===== config.mk =====
export PLATFORM = sky130hd
export DESIGN_NAME = mem_stage
export DESIGN_NICKNAME = d
export VERILOG_FILES = /design/src/rtl/mem_stage_pkg.sv /design/src/rtl/mem_stage_load_align.sv /design/src/rtl/mem_stage.sv
export SDC_FILE = /design/constraint.sdc
export NUM_CORES = 1
export LEC_CHECK = 0
export CAP_MARGIN = 15
export CORE_AREA = 4 4 162 164
export CTS_BUF_LIST = sky130_fd_sc_hd__clkbuf_8
export CTS_CLUSTER_DIAMETER = 40
export DETAILED_ROUTE_END_ITERATION = 6
export DIE_AREA = 0 0 166 168
export PLACE_DENSITY = 0.75
export SLEW_MARGIN = 20
export SYNTH_ARGS = -nofsm -noshare
export SYNTH_HDL_FRONTEND = slang
export SYNTH_HIERARCHICAL = 1
export SYNTH_SLANG_ARGS = --single-unit

===== constraint.sdc =====
create_clock -name clk -period 15 [get_ports clk]
set_input_delay 1.5 -clock clk [delete_from_list [all_inputs] [get_ports clk]]
set_output_delay 1.5 -clock clk [all_outputs]
set_load 0.1 [all_outputs]

===== src/rtl/mem_stage_pkg.sv =====
// mem_stage_pkg
// Shared definitions for the MEM pipeline stage: bus widths, the mem_size
// encoding and packed views of the EX-to-MEM and MEM-to-WB buses.
// Ports: none (package).
package mem_stage_pkg;

    localparam int ES_TO_MS_BUS_WD = 175;
    localparam int MS_TO_WS_BUS_WD = 168;
    localparam int MS_FORWARD_WD   = 40;

    localparam logic [1:0] MEM_SIZE_BYTE = 2'd0;
    localparam logic [1:0] MEM_SIZE_HALF = 2'd1;
    localparam logic [1:0] MEM_SIZE_WORD = 2'd2;

    // Field order is MSB first, matching the flat bus produced by EX.
    typedef struct packed {
        logic [31:0] pc;
        logic        ertn;
        logic [4:0]  dest;
        logic        gr_we;
        logic        res_from_csr;
        logic        res_from_mem;
        logic [1:0]  mem_size;
        logic        mem_unsigned;
        logic [1:0]  addr_low;
        logic [31:0] alu_result;
        logic        mem_req_issued;
        logic        excp;
        logic [15:0] excp_num;
        logic        csr_we;
        logic [13:0] csr_num;
        logic [31:0] csr_wmask;
        logic [31:0] csr_wdata;
    } es_to_ms_bus_t;

    // Field order is MSB first, matching the flat bus consumed by WB.
    typedef struct packed {
        logic [31:0] pc;
        logic        ertn;
        logic [4:0]  dest;
        logic        gr_we;
        logic        res_from_csr;
        logic [31:0] final_result;
        logic        excp;
        logic [15:0] excp_num;
        logic        csr_we;
        logic [13:0] csr_num;
        logic [31:0] csr_wmask;
        logic [31:0] csr_wdata;
    } ms_to_ws_bus_t;

endpackage


===== src/rtl/mem_stage_load_align.sv =====
// load_align
// Combinational load-data formatter: selects the addressed byte or halfword
// from the 32-bit read word and zero- or sign-extends it.
// Ports:
//   rdata        in  32  raw read word (SRAM response or buffered copy)
//   mem_size     in  2   0 = byte, 1 = half, 2 = word
//   mem_unsigned in  1   zero-extend when set, sign-extend otherwise
//   addr_low     in  2   low address bits selecting the lane
//   load_data    out 32  aligned and extended result
module load_align
    import mem_stage_pkg::*;
(
    input  logic [31:0] rdata,
    input  logic [1:0]  mem_size,
    input  logic        mem_unsigned,
    input  logic [1:0]  addr_low,
    output logic [31:0] load_data
);

    logic [7:0]  byte_sel;
    logic [15:0] half_sel;

    always_comb begin
        case (addr_low)
            2'd0:    byte_sel = rdata[7:0];
            2'd1:    byte_sel = rdata[15:8];
            2'd2:    byte_sel = rdata[23:16];
            default: byte_sel = rdata[31:24];
        endcase
        half_sel = addr_low[1] ? rdata[31:16] : rdata[15:0];

        // The unused encoding 3 falls through to a plain word load.
        case (mem_size)
            MEM_SIZE_BYTE: load_data = {{24{~mem_unsigned & byte_sel[7]}}, byte_sel};
            MEM_SIZE_HALF: load_data = {{16{~mem_unsigned & half_sel[15]}}, half_sel};
            default:       load_data = rdata;
        endcase
    end

endmodule


===== src/rtl/mem_stage.sv =====
// mem_stage
// Fourth pipeline stage. Holds one instruction from EX, waits for the
// data-SRAM response of any access it issued, formats load data and hands
// the result to WB. Responses belonging to flushed instructions are counted
// and dropped.
// Ports:
//   clk, reset                       clock, synchronous active-high reset
//   es_to_ms_valid, es_to_ms_bus     instruction from EX (175 bits)
//   ms_allowin                       MEM can accept from EX
//   ws_allowin                       WB can accept
//   ms_to_ws_valid, ms_to_ws_bus     result to WB (168 bits)
//   data_sram_req, data_sram_addr_ok request handshake observed from EX
//   data_sram_data_ok, data_sram_rdata  data response
//   flush                            exception / ertn flush from WB
//   ms_ex                            MEM holds an exception or ertn
//   ms_forward                       {valid, gr_we, dest, result, load_wait}
module mem_stage
    import mem_stage_pkg::*;
(
    input  logic                       clk,
    input  logic                       reset,
    input  logic                       es_to_ms_valid,
    input  logic [ES_TO_MS_BUS_WD-1:0] es_to_ms_bus,
    output logic                       ms_allowin,
    input  logic                       ws_allowin,
    output logic                       ms_to_ws_valid,
    output logic [MS_TO_WS_BUS_WD-1:0] ms_to_ws_bus,
    input  logic                       data_sram_req,
    input  logic                       data_sram_addr_ok,
    input  logic                       data_sram_data_ok,
    input  logic [31:0]                data_sram_rdata,
    input  logic                       flush,
    output logic                       ms_ex,
    output logic [MS_FORWARD_WD-1:0]   ms_forward
);

    logic          ms_valid_q, ms_valid_d;
    es_to_ms_bus_t es_bus_q, es_bus_d;
    logic [1:0]    outstanding_q, outstanding_d;
    logic [1:0]    discard_q, discard_d;
    logic [31:0]   data_buf_q, data_buf_d;
    logic          buf_vld_q, buf_vld_d;

    logic          issue;
    logic          resp_accept;
    logic          need_data;
    logic          ms_ready_go;
    logic          ms_leave;
    logic          ms_load_wait;
    logic [31:0]   load_rd;
    logic [31:0]   load_data;
    logic [31:0]   final_result;
    ms_to_ws_bus_t ws_bus;

    // Handshake and stall logic. A response is only ours when nothing is
    // left to discard; once the buffer holds it, the stage no longer waits.
    always_comb begin
        issue          = data_sram_req & data_sram_addr_ok;
        resp_accept    = data_sram_data_ok & (discard_q == 2'd0);
        need_data      = ms_valid_q & es_bus_q.mem_req_issued & ~es_bus_q.excp;
        ms_ready_go    = ~need_data | buf_vld_q | resp_accept;
        ms_allowin     = ~ms_valid_q | (ms_ready_go & ws_allowin);
        ms_to_ws_valid = ms_valid_q & ms_ready_go & ~flush;
        ms_leave       = ms_valid_q & ms_ready_go & ws_allowin;
        ms_load_wait   = ms_valid_q & es_bus_q.res_from_mem & ~ms_ready_go;
        ms_ex          = ms_valid_q & (es_bus_q.excp | es_bus_q.ertn);
    end

    // Next-state for the valid bit, the bus register and the transaction
    // counters. Counters saturate so a protocol violation cannot wrap them;
    // on flush every transaction still in flight after this cycle becomes
    // one to throw away.
    always_comb begin
        ms_valid_d = ms_valid_q;
        if (flush) begin
            ms_valid_d = 1'b0;
        end else if (ms_allowin) begin
            ms_valid_d = es_to_ms_valid;
        end

        es_bus_d = es_bus_q;
        if (es_to_ms_valid & ms_allowin) begin
            es_bus_d = es_to_ms_bus_t'(es_to_ms_bus);
        end

        outstanding_d = outstanding_q;
        case ({issue, data_sram_data_ok})
            2'b10: if (outstanding_q != 2'd2) outstanding_d = outstanding_q + 2'd1;
            2'b01: if (outstanding_q != 2'd0) outstanding_d = outstanding_q - 2'd1;
            default: outstanding_d = outstanding_q;
        endcase

        discard_d = discard_q;
        if (flush) begin
            discard_d = outstanding_d;
        end else if (data_sram_data_ok & (discard_q != 2'd0)) begin
            discard_d = discard_q - 2'd1;
        end
    end

    // Response buffer. Data that arrives while WB is blocked must be kept,
    // because the SRAM will not present it again.
    always_comb begin
        buf_vld_d  = buf_vld_q;
        data_buf_d = data_buf_q;
        if (flush | ms_leave) begin
            buf_vld_d = 1'b0;
        end else if (resp_accept & need_data & ~buf_vld_q & ~ws_allowin) begin
            buf_vld_d  = 1'b1;
            data_buf_d = data_sram_rdata;
        end
    end

    // Control state with reset.
    always_ff @(posedge clk) begin
        if (reset) begin
            ms_valid_q    <= 1'b0;
            outstanding_q <= 2'd0;
            discard_q     <= 2'd0;
            buf_vld_q     <= 1'b0;
        end else begin
            ms_valid_q    <= ms_valid_d;
            outstanding_q <= outstanding_d;
            discard_q     <= discard_d;
            buf_vld_q     <= buf_vld_d;
        end
    end

    // Datapath state; its contents only matter while the valid bits say so.
    always_ff @(posedge clk) begin
        es_bus_q   <= es_bus_d;
        data_buf_q <= data_buf_d;
    end

    // Protocol checks: a response with nothing in flight, or a third
    // request while two are already outstanding.
    always_ff @(posedge clk) begin
        if (!reset) begin
            assert (!(data_sram_data_ok && (outstanding_q == 2'd0)));
            assert (!(issue && !data_sram_data_ok && (outstanding_q == 2'd2)));
        end
    end

    assign load_rd = buf_vld_q ? data_buf_q : data_sram_rdata;

    load_align u_load_align (
        .rdata        (load_rd),
        .mem_size     (es_bus_q.mem_size),
        .mem_unsigned (es_bus_q.mem_unsigned),
        .addr_low     (es_bus_q.addr_low),
        .load_data    (load_data)
    );

    // Output bus assembly; everything except the result passes straight through.
    always_comb begin
        final_result        = es_bus_q.res_from_mem ? load_data : es_bus_q.alu_result;
        ws_bus.pc           = es_bus_q.pc;
        ws_bus.ertn         = es_bus_q.ertn;
        ws_bus.dest         = es_bus_q.dest;
        ws_bus.gr_we        = es_bus_q.gr_we;
        ws_bus.res_from_csr = es_bus_q.res_from_csr;
        ws_bus.final_result = final_result;
        ws_bus.excp         = es_bus_q.excp;
        ws_bus.excp_num     = es_bus_q.excp_num;
        ws_bus.csr_we       = es_bus_q.csr_we;
        ws_bus.csr_num      = es_bus_q.csr_num;
        ws_bus.csr_wmask    = es_bus_q.csr_wmask;
        ws_bus.csr_wdata    = es_bus_q.csr_wdata;
    end

    assign ms_to_ws_bus = ws_bus;
    assign ms_forward   = {ms_valid_q, es_bus_q.gr_we, es_bus_q.dest, final_result, ms_load_wait};

endmodule


==> metrics, run 1 <==
share of layout cells above drive strength 1=0.164; Final TNS setup=0 ns; Core Area=24900 um^2; most used flip-flop cell after synthesis=edfxtp_1; final hold vios=0; Initial Util=0.386; hold buffer count at cts=0; power per cell area=141 nW/um^2; post-synth cell types=44; Critical Path Start Type=input pin; Vias/cell=4.58; vias=5774; CTS H-Tree Depth=2; Crit path arrival time=4.68 ns; cts bufs inserted=40; final setup fails=0; num rows=58; largest buffer count on any clock path=3; GR Util All Layers=0.186; Leakage=4.92 nW; Mean Syn Cell Area=15.4 um^2; Die Width=166 um; dpl hpwl=20700 um; vias in the first global route=6192; unrepaired setup endpoints after global routing=false; Final ANT Viol Nets=0; commonest non-fill, non-tap cell in the layout=clkdlybuf4s50_1; Worst R2R End=ms_to_ws_bus[154]; CTS clk-pin slew, worst paths=0.05 ns; VDD IR max=0.122 mV; Max Cap Viol=0; syn_nets=844; reg2reg start=es_bus_q[96]; Area Growth Syn to Fin=43.3%; Port Buffers=425; fin crit share=0.412; Placed Area=12900 um^2; grt total ovfl=0; status=finished clean; I/O pins=426; First DRT Iteration DRCs=318; cts repair resizes=0; Post-synth ARST share=0; post-synthesis sequential area ratio=0.660; antenna violations before repair=5; startpoint of the worst setup timing path=data_sram_rdata[31]; commonest cells after routing, fill and taps aside=clkdlybuf4s50_1, edfxtp_1, mux2_2; clock skew=0.0115 ns; Worst Tran Pin Value=1.11 ns; Non-Filler Instances=1262; Root Buffer=clkbuf_8; pin count of the biggest net entering global routing=90; Final min period=6.18 ns; end point of the critical path=ms_to_ws_bus[111]; Util after Layout=0.553; total wire length=27000 um; post-synthesis instance area=9600 um^2; YS warnings=6; drc violations=0; critical path class=in2out; cells after synthesis=623; Post-synth EDFFs=207; Final Net Count=1119; drt pass-1 iters=4; WL/cell=21.4 um; Worst Hold Class=reg2reg; clock sinks=213; Pins Over Slew Limit=0; post-CTS setup buffer count=0; footprint of the multi-input gates=1780 um^2; Clock Latency Late Sink=0.52 ns; first-pass GRT wire length=39100 um; Die Ht=168 um; R2R setup slack=12.42 ns; Max-slew headroom=0.254; Critical Path RT=13.50 ns; dpl cells=1186; Max Fclk=0.162 GHz; CP max FO=25; CTS tree=built; register area=6340 um^2; R2R depth=4; die area=27900 um^2; GP Congestion=0.854; crit end category=primary output; fillers=2028; fin area=13800 um^2; #FFs+latches synth=213
[stage by stage]
step                hold WS (ns)  setup slack (ns)  total power, mW
floorplan                  0.529              4.13             1.24
global placement           0.545              8.86             1.35
detailed placement         0.562              8.83             1.36
CTS                        0.575              8.82             1.97
global route               0.602              8.70             2.02
finish                     0.569              8.82             1.95
[flip-flops by register name (all words and copies together), names as in the netlist]
register / count
ms_forward: 6
ms_valid_q: 1
data_buf_q: 32
discard_q: 2
buf_vld_q: 1
outstanding_q: 2
es_bus_q: 39
ms_to_ws_bus: 130
[Yosys cell counts (all sizes together), types with 2 or more instances]
cell type	n	share of area
edfxtp	207	0.65
buf	192	0.15
mux2	66	0.077
nand2	30	0.012
o211ai	17	0.019
mux2i	15	0.016
inv	10	0.0039
nor2b	10	0.0065
a22oi	9	0.0070
clkbuf	8	0.0031
o221ai	8	0.0073
o22a	7	0.0064
dfxtp	6	0.013
ha	6	0.0078
nor2	3	0.0012
nor3	3	0.0016
nand2b	2	0.0013
or2	2	0.0013
[critical path, cell delays in order]
cell and delay, ns:
clkdlybuf4s50_1 0.43, mux2_2 0.31, mux2_2 0.28, a32oi_2 0.19, buf_4 0.32, o221ai_1 0.27
mux2_2 0.38, clkdlybuf4s50_1 0.99
[report_power, final]
| part | internal [mW] | switching, mW |
|---|---|---|
| Clock | 0.351 | 0.250 |
| Sequential | 0.700 | 0.0133 |
| Combinational | 0.161 | 0.470 |
| Total | 1.21 | 0.733 |
[worst min path at each step]
| stage | from | to | slack, ns | cells past startpoint |
|---|---|---|---|---|
| 5_1_grt | discard_q[1] | discard_q[1] | 0.60 | 3 |
| 6_report | discard_q[1] | discard_q[1] | 0.57 | 3 |
| 3_3_place_gp | discard_q[1] | discard_q[1] | 0.54 | 3 |
| 3_5_place_dp | discard_q[1] | discard_q[1] | 0.56 | 3 |
| 4_1_cts | discard_q[1] | discard_q[1] | 0.58 | 3 |
| 2_1_floorplan | discard_q[1] | discard_q[1] | 0.53 | 3 |
[layer usage]
layer | wire [um] | vias to the layer above | global-route usage | part of all wire
met5 | 26 | - | 0 | 0.00096
met4 | 627 | 4 | 0.0606 | 0.023
met1 | 9660 | 2787 | 0.197 | 0.36
li1 | - | 2678 | - | -
met3 | 2340 | 44 | 0.0730 | 0.087
met2 | 14300 | 261 | 0.338 | 0.53
[area by class of cell]
cell class | instances | area share
timing repair buffer | 433 | 0.314
tap | 330 | 0.0300
clock inverter | 31 | 0.0208
inverter | 11 | 0.00300
antenna | 3 | 0.000546
sequential | 213 | 0.460
multi-input combinational | 199 | 0.129
clock buffer | 42 | 0.0420
[kinds of logic after synthesis]
| family | after synthesis | share of synthesized area |
|---|---|---|
| DFF | 213 | 0.660 |
| and+or+nand+nor | 56 | 0.0288 |
| buffers and inverters | 211 | 0.157 |
| muxes | 81 | 0.0931 |
| AOI/OAI and AO/OA | 55 | 0.0528 |
| xor gates and xnor gates | 1 | 0.000913 |
| adders and majority gates | 6 | 0.00782 |
No activity file was read; power rests on OpenSTA's default activity.
==> run 2, diff against run 1 <==
--- a/config.mk
+++ b/config.mk
@@ -6,12 +6,12 @@
 export NUM_CORES = 1
 export LEC_CHECK = 0
 export CAP_MARGIN = 15
-export CORE_AREA = 4 4 162 164
+export CORE_MARGIN = 4
+export CORE_UTILIZATION = 39
 export CTS_BUF_LIST = sky130_fd_sc_hd__clkbuf_8
 export CTS_CLUSTER_DIAMETER = 40
 export DETAILED_ROUTE_END_ITERATION = 6
-export DIE_AREA = 0 0 166 168
-export PLACE_DENSITY = 0.75
+export PLACE_DENSITY = 0.78
 export SLEW_MARGIN = 20
 export SYNTH_ARGS = -nofsm -noshare
 export SYNTH_HDL_FRONTEND = slang
==> constraint.sdc (replaced) <==
create_clock -name clk -period 5.01 [get_ports clk]
set_input_delay 0.501 -clock clk [delete_from_list [all_inputs] [get_ports clk]]
set_output_delay 0.501 -clock clk [all_outputs]
set_load 0.1 [all_outputs]
==> metrics, run 2 (same netlist as run 1, synthesis figures left out) <==
overall power=5.74 mW (was 1.95 mW); drt pass-1 iters=4 (unchanged); Max Fclk=0.243 GHz; num rows=57 (was 58); CTS clk-pin slew, worst paths=0.06 ns (was 0.05 ns); Clock Latency Late Sink=0.54 ns (was 0.52 ns); Final min period=4.12 ns; PnR worst setup slack=0.890 ns (was 8.82 ns); pin count of the biggest net entering global routing=92 (was 90); Final TNS setup=0 ns (unchanged); Hold Path Stages=1 (was 3); hold buffer count at cts=0 (unchanged); Core Area=24200 um^2 (was 24900 um^2); status=finished clean (unchanged); critical path class=reg2out (was in2out); commonest non-fill, non-tap cell in the layout=clkdlybuf4s50_1 (unchanged); GR Util All Layers=0.190 (was 0.186); R2R depth=5 (was 4); Max-slew headroom=0.252 (was 0.254); CP max FO=36 (was 25); drc violations=0 (unchanged); switching power=2.25 mW (was 0.733 mW); max reg flops=130 (unchanged); post-CTS setup buffer count=0 (unchanged); final hold vios=0 (unchanged); grt total ovfl=0 (unchanged); antenna violations before repair=5 (unchanged); Die Width=165 um (was 166 um); footprint of the multi-input gates=1780 um^2 (unchanged); vias=5823 (was 5774); dpl hpwl=21100 um (was 20700 um); fin area=13800 um^2 (about the same); reg2reg start=buf_vld_q (was es_bus_q[96]); total wire length=27300 um (was 27000 um); Worst R2R End=ms_to_ws_bus[136] (was ms_to_ws_bus[154]); Initial Util=0.396 (was 0.386); Pins Over Slew Limit=0 (unchanged); end point of the critical path=ms_to_ws_bus[112] (was ms_to_ws_bus[111]); Reg power frac=0.373 (was 0.367); Non-Filler Instances=1260 (was 1262); first-pass GRT wire length=38000 um (was 39100 um); Placed Area=13000 um^2 (was 12900 um^2); First DRT Iteration DRCs=352 (was 318); cts bufs inserted=43 (was 40); unrepaired setup endpoints after global routing=false (unchanged); Root Buffer=clkbuf_8 (unchanged); dpl cells=1180 (was 1186); Max stage delay on crit path=0.87 ns (was 0.99 ns); Area Growth Syn to Fin=43.6% (was 43.3%); Switching Share=0.391 (was 0.377); pre-CTS WS=1.41 ns (was 8.83 ns); Worst Tran Pin Value=1.12 ns (was 1.11 ns); combinational share of power=0.335 (was 0.324); share of layout cells above drive strength 1=0.222 (was 0.164); register area=6340 um^2 (unchanged); I/O pins=426 (unchanged); CTS H-Tree Depth=2 (unchanged); Worst Hold Class=in2reg (was reg2reg); clock share of power=0.293 (was 0.309); Leakage=5.02 nW (was 4.92 nW); Crit path arrival time=3.62 ns (was 4.68 ns); Vias/cell=4.62 (was 4.58); die area=27200 um^2 (was 27900 um^2); crit path cell chain=buf_4, or2_1, or3_1, o211ai_1, mux2_2, buf_12 (was clkdlybuf4s50_1, mux2_2, mux2_2, a32oi_2, buf_4, o221ai_1, mux2_2, clkdlybuf4s50_1); clock skew=0.0178 ns (was 0.0115 ns); CTS tree=built (unchanged); fin crit share=0.822; Critical Path RT=4.51 ns (was 13.50 ns); crit end category=primary output (unchanged); startpoint of the worst setup timing path=es_bus_q[133] (was data_sram_rdata[31]); GP Congestion=0.841 (was 0.854); Final Net Count=1122 (was 1119); final setup fails=0 (unchanged); Final ANT Viol Nets=0 (unchanged); Max Cap Viol=0 (unchanged); Worst path slowest cell=or2_1 (was clkdlybuf4s50_1); WL/cell=21.7 um (was 21.4 um); vias in the first global route=6250 (was 6192); commonest cells after routing, fill and taps aside=clkdlybuf4s50_1, edfxtp_1, mux2_2 (unchanged); VDD IR max=0.311 mV (was 0.122 mV); Critical Path Start Type=register (was input pin); Port Buffers=425 (unchanged); power per cell area=417 nW/um^2 (was 141 nW/um^2); largest buffer count on any clock path=3 (unchanged); clock sinks=213 (unchanged); R2R setup slack=2.49 ns (was 12.42 ns); fillers=1967 (was 2028); cts repair resizes=0 (unchanged); Die Ht=165 um (was 168 um); Pint=3.50 mW (was 1.21 mW)
==> run 2: through the flow <==
| stage | hold slack [ns] | util |
|---|---|---|
| CTS | 0.465 | 0.568 |
| floorplan | 0.529 | - |
| global route | 0.457 | 0.568 |
| finish | 0.506 | 0.568 |
| detailed placement | 0.562 | 0.534 |
| global placement | 0.541 | 0.534 |
==> run 2: power by group through the flow <==
stage | Combinational [mW] | Sequential [mW] | Clock [mW]
2_1_floorplan | 1.51 | 2.17 | 0
3_3_place_gp | 1.91 | 2.17 | 0
3_5_place_dp | 1.93 | 2.18 | 0
4_1_cts | 1.93 | 2.14 | 1.74
5_1_grt | 1.96 | 2.15 | 1.83
6_report | 1.92 | 2.14 | 1.68
==> run 2: layout make-up <==
type                    count  share of cell area
diodes                      2            0.000363
clock buffers              44              0.0439
clock inverters            34              0.0160
inverters                  11             0.00300
multi-input cells         199               0.129
flip-flops and latches    213               0.460
well taps                 324              0.0294
repair buffers            433               0.318
==> run 2: critical path: cells and delay by family (launching register included) <==
kind / cells / cell delay (ns)
DFF: 1 / 0.32
and+or+nand+nor: 2 / 1.54
muxes: 1 / 0.42
buffers and inverters: 2 / 0.51
AOI/OAI and AO/OA: 1 / 0.27
==> run 2: worst min-delay path by stage <==
stage	slack (ns)	endpoint	from
floorplan	0.53	discard_q[1]	discard_q[1]
global placement	0.54	discard_q[1]	discard_q[1]
detailed placement	0.56	discard_q[1]	discard_q[1]
CTS	0.46	ms_to_ws_bus[162]	es_to_ms_bus[169]
global route	0.46	ms_to_ws_bus[79]	es_to_ms_bus[79]
finish	0.51	ms_to_ws_bus[162]	es_to_ms_bus[169]
==> run 2: per-layer routing <==
layer | track usage | vias up | wire length (um) | share of wire
met4 | 0.0836 | 6 | 1070 | 0.039
met3 | 0.0834 | 73 | 2970 | 0.11
met2 | 0.330 | 298 | 14000 | 0.51
li1 | - | 2688 | - | -
met1 | 0.199 | 2758 | 9230 | 0.34
met5 | 0 | - | 34 | 0.0012
==> run 3, diff against run 2 <==
--- a/config.mk
+++ b/config.mk
@@ -6,12 +6,12 @@
 export NUM_CORES = 1
 export LEC_CHECK = 0
 export CAP_MARGIN = 15
-export CORE_MARGIN = 4
-export CORE_UTILIZATION = 39
+export CORE_AREA = 4 4 162 164
 export CTS_BUF_LIST = sky130_fd_sc_hd__clkbuf_8
 export CTS_CLUSTER_DIAMETER = 40
 export DETAILED_ROUTE_END_ITERATION = 6
-export PLACE_DENSITY = 0.78
+export DIE_AREA = 0 0 166 168
+export PLACE_DENSITY = 0.75
 export SLEW_MARGIN = 20
 export SYNTH_ARGS = -nofsm -noshare
 export SYNTH_HDL_FRONTEND = slang
==> constraint.sdc (replaced) <==
create_clock -name clk -period 4.08 [get_ports clk]
set_input_delay 0.408 -clock clk [delete_from_list [all_inputs] [get_ports clk]]
set_output_delay 0.408 -clock clk [all_outputs]
set_load 0.1 [all_outputs]
==> metrics, run 3 (same netlist as run 1, synthesis figures left out) <==
Max Cap Viol=0 (unchanged); Max Fclk=0.269 GHz; vias in the first global route=6248 (was 6250); Area Growth Syn to Fin=48.8% (was 43.6%); vias=5850 (was 5823); max reg flops=130 (unchanged); GR Util All Layers=0.191 (was 0.190); power per cell area=518 nW/um^2 (was 417 nW/um^2); Worst Hold Class=in2reg (unchanged); CTS H-Tree Depth=2 (unchanged); R2R depth=5 (unchanged); Die Width=166 um (was 165 um); critical path class=reg2out (unchanged); cts bufs inserted=42 (was 43); Final TNS setup=0 ns (unchanged); clock sinks=213 (unchanged); end point of the critical path=ms_forward[13] (was ms_to_ws_bus[112]); clock skew=0.0164 ns (was 0.0178 ns); share of layout cells above drive strength 1=0.242 (was 0.222); I/O pins=426 (unchanged); grt total ovfl=0 (unchanged); crit end category=primary output (unchanged); hold buffer count at cts=0 (unchanged); Die Ht=168 um (was 165 um); post-CTS setup buffer count=0 (unchanged); Pins Over Slew Limit=0 (unchanged); antenna violations before repair=5 (unchanged); total wire length=27900 um (was 27300 um); First DRT Iteration DRCs=270 (was 352); final setup fails=0 (unchanged); Max-slew headroom=0.271 (was 0.252); drt pass-1 iters=6 (was 4); commonest non-fill, non-tap cell in the layout=clkdlybuf4s50_1 (unchanged); WL/cell=22.0 um (was 21.7 um); Placed Area=13400 um^2 (was 13000 um^2); Root Buffer=clkbuf_8 (unchanged); drc violations=0 (unchanged); Worst R2R End=ms_to_ws_bus[34] (was ms_to_ws_bus[136]); reg2reg start=buf_vld_q (unchanged); fin crit share=0.912; Port Buffers=425 (unchanged); cts repair resizes=0 (unchanged); Final ANT Viol Nets=0 (unchanged); Leakage=5.24 nW (was 5.02 nW); GP Congestion=0.808 (was 0.841); status=finished clean (unchanged); die area=27900 um^2 (was 27200 um^2); dpl hpwl=21700 um (was 21100 um); Clock Latency Late Sink=0.52 ns (was 0.54 ns); pin count of the biggest net entering global routing=113 (was 92); largest buffer count on any clock path=3 (unchanged); Core Area=24900 um^2 (was 24200 um^2); unrepaired setup endpoints after global routing=false (unchanged); Critical Path Start Type=register (unchanged); fin area=14300 um^2 (was 13800 um^2); first-pass GRT wire length=40000 um (was 38000 um); Worst Tran Pin Value=1.09 ns (was 1.12 ns); commonest cells after routing, fill and taps aside=clkdlybuf4s50_1, edfxtp_1, mux2_2 (unchanged); R2R setup slack=1.51 ns (was 2.49 ns); VDD IR max=0.401 mV (was 0.311 mV); CP max FO=25 (was 36); Initial Util=0.386 (was 0.396); Crit path arrival time=3.31 ns (was 3.62 ns); num rows=58 (was 57); Vias/cell=4.62 (about the same); Final min period=3.72 ns; Final Net Count=1124 (was 1122); Critical Path RT=3.67 ns (was 4.51 ns); final hold vios=0 (unchanged); startpoint of the worst setup timing path=buf_vld_q (was es_bus_q[133]); CTS tree=built (unchanged); CTS clk-pin slew, worst paths=0.06 ns (about the same)
run 3: routing by layer:
metal / up-vias / GRT usage / wire length, um
met5: - / 0 / 43
met2: 300 / 0.342 / 14600
met1: 2788 / 0.197 / 9350
met4: 8 / 0.0796 / 1100
li1: 2686 / - / -
met3: 68 / 0.0812 / 2790
run 3: final cells by class:
cell class | count | area, um^2
fill | 1925 | 10600
clock buffer | 45 | 619
multi-input combinational | 199 | 1780
inverter | 11 | 41.3
timing repair buffer | 436 | 4810
antenna | 1 | 2.50
clock inverter | 31 | 285
sequential | 213 | 6340
tap | 330 | 413
run 3: worst min-delay path by stage:
stage	from	to	slack, ns	cells after the start
floorplan	flush	buf_vld_q	0.48	1
global placement	discard_q[1]	discard_q[1]	0.54	3
detailed placement	discard_q[1]	discard_q[1]	0.55	3
CTS	es_to_ms_bus[61]	ms_to_ws_bus[61]	0.40	1
global route	es_to_ms_bus[113]	es_bus_q[113]	0.40	1
finish	es_to_ms_bus[123]	es_bus_q[123]	0.44	1
run 3: per-stage QoR:
stage               worst slack (ns)  hold WS, ns  power, mW   util  cells
global route                   0.211        0.400       7.66  0.574   1266
finish                         0.359        0.437       7.40  0.574   1266
detailed placement             0.913        0.552       5.18  0.537   1189
global placement               0.914        0.540       5.16  0.537   1189
floorplan                     0.0575        0.477       4.52      -    623
CTS                            0.353        0.398       7.49  0.574   1265
run 3: report_power, final:
part / total, mW / internal (mW) / leakage, nW / switching, mW
combinational: 2.50 / 0.727 / 2.70 / 1.78
clock: 2.28 / 1.35 / 0.481 / 0.929
sequential: 2.62 / 2.57 / 2.07 / 0.0439
run 3: critical path, cell delays in order, from the launching register on:
cell      delay (ns)
dfxtp_1         0.70
mux2_2          0.45
mux2_2          0.28
a32oi_2         0.19
buf_4           0.34
o221ai_1        0.25
mux2_2          0.38
buf_12          0.18
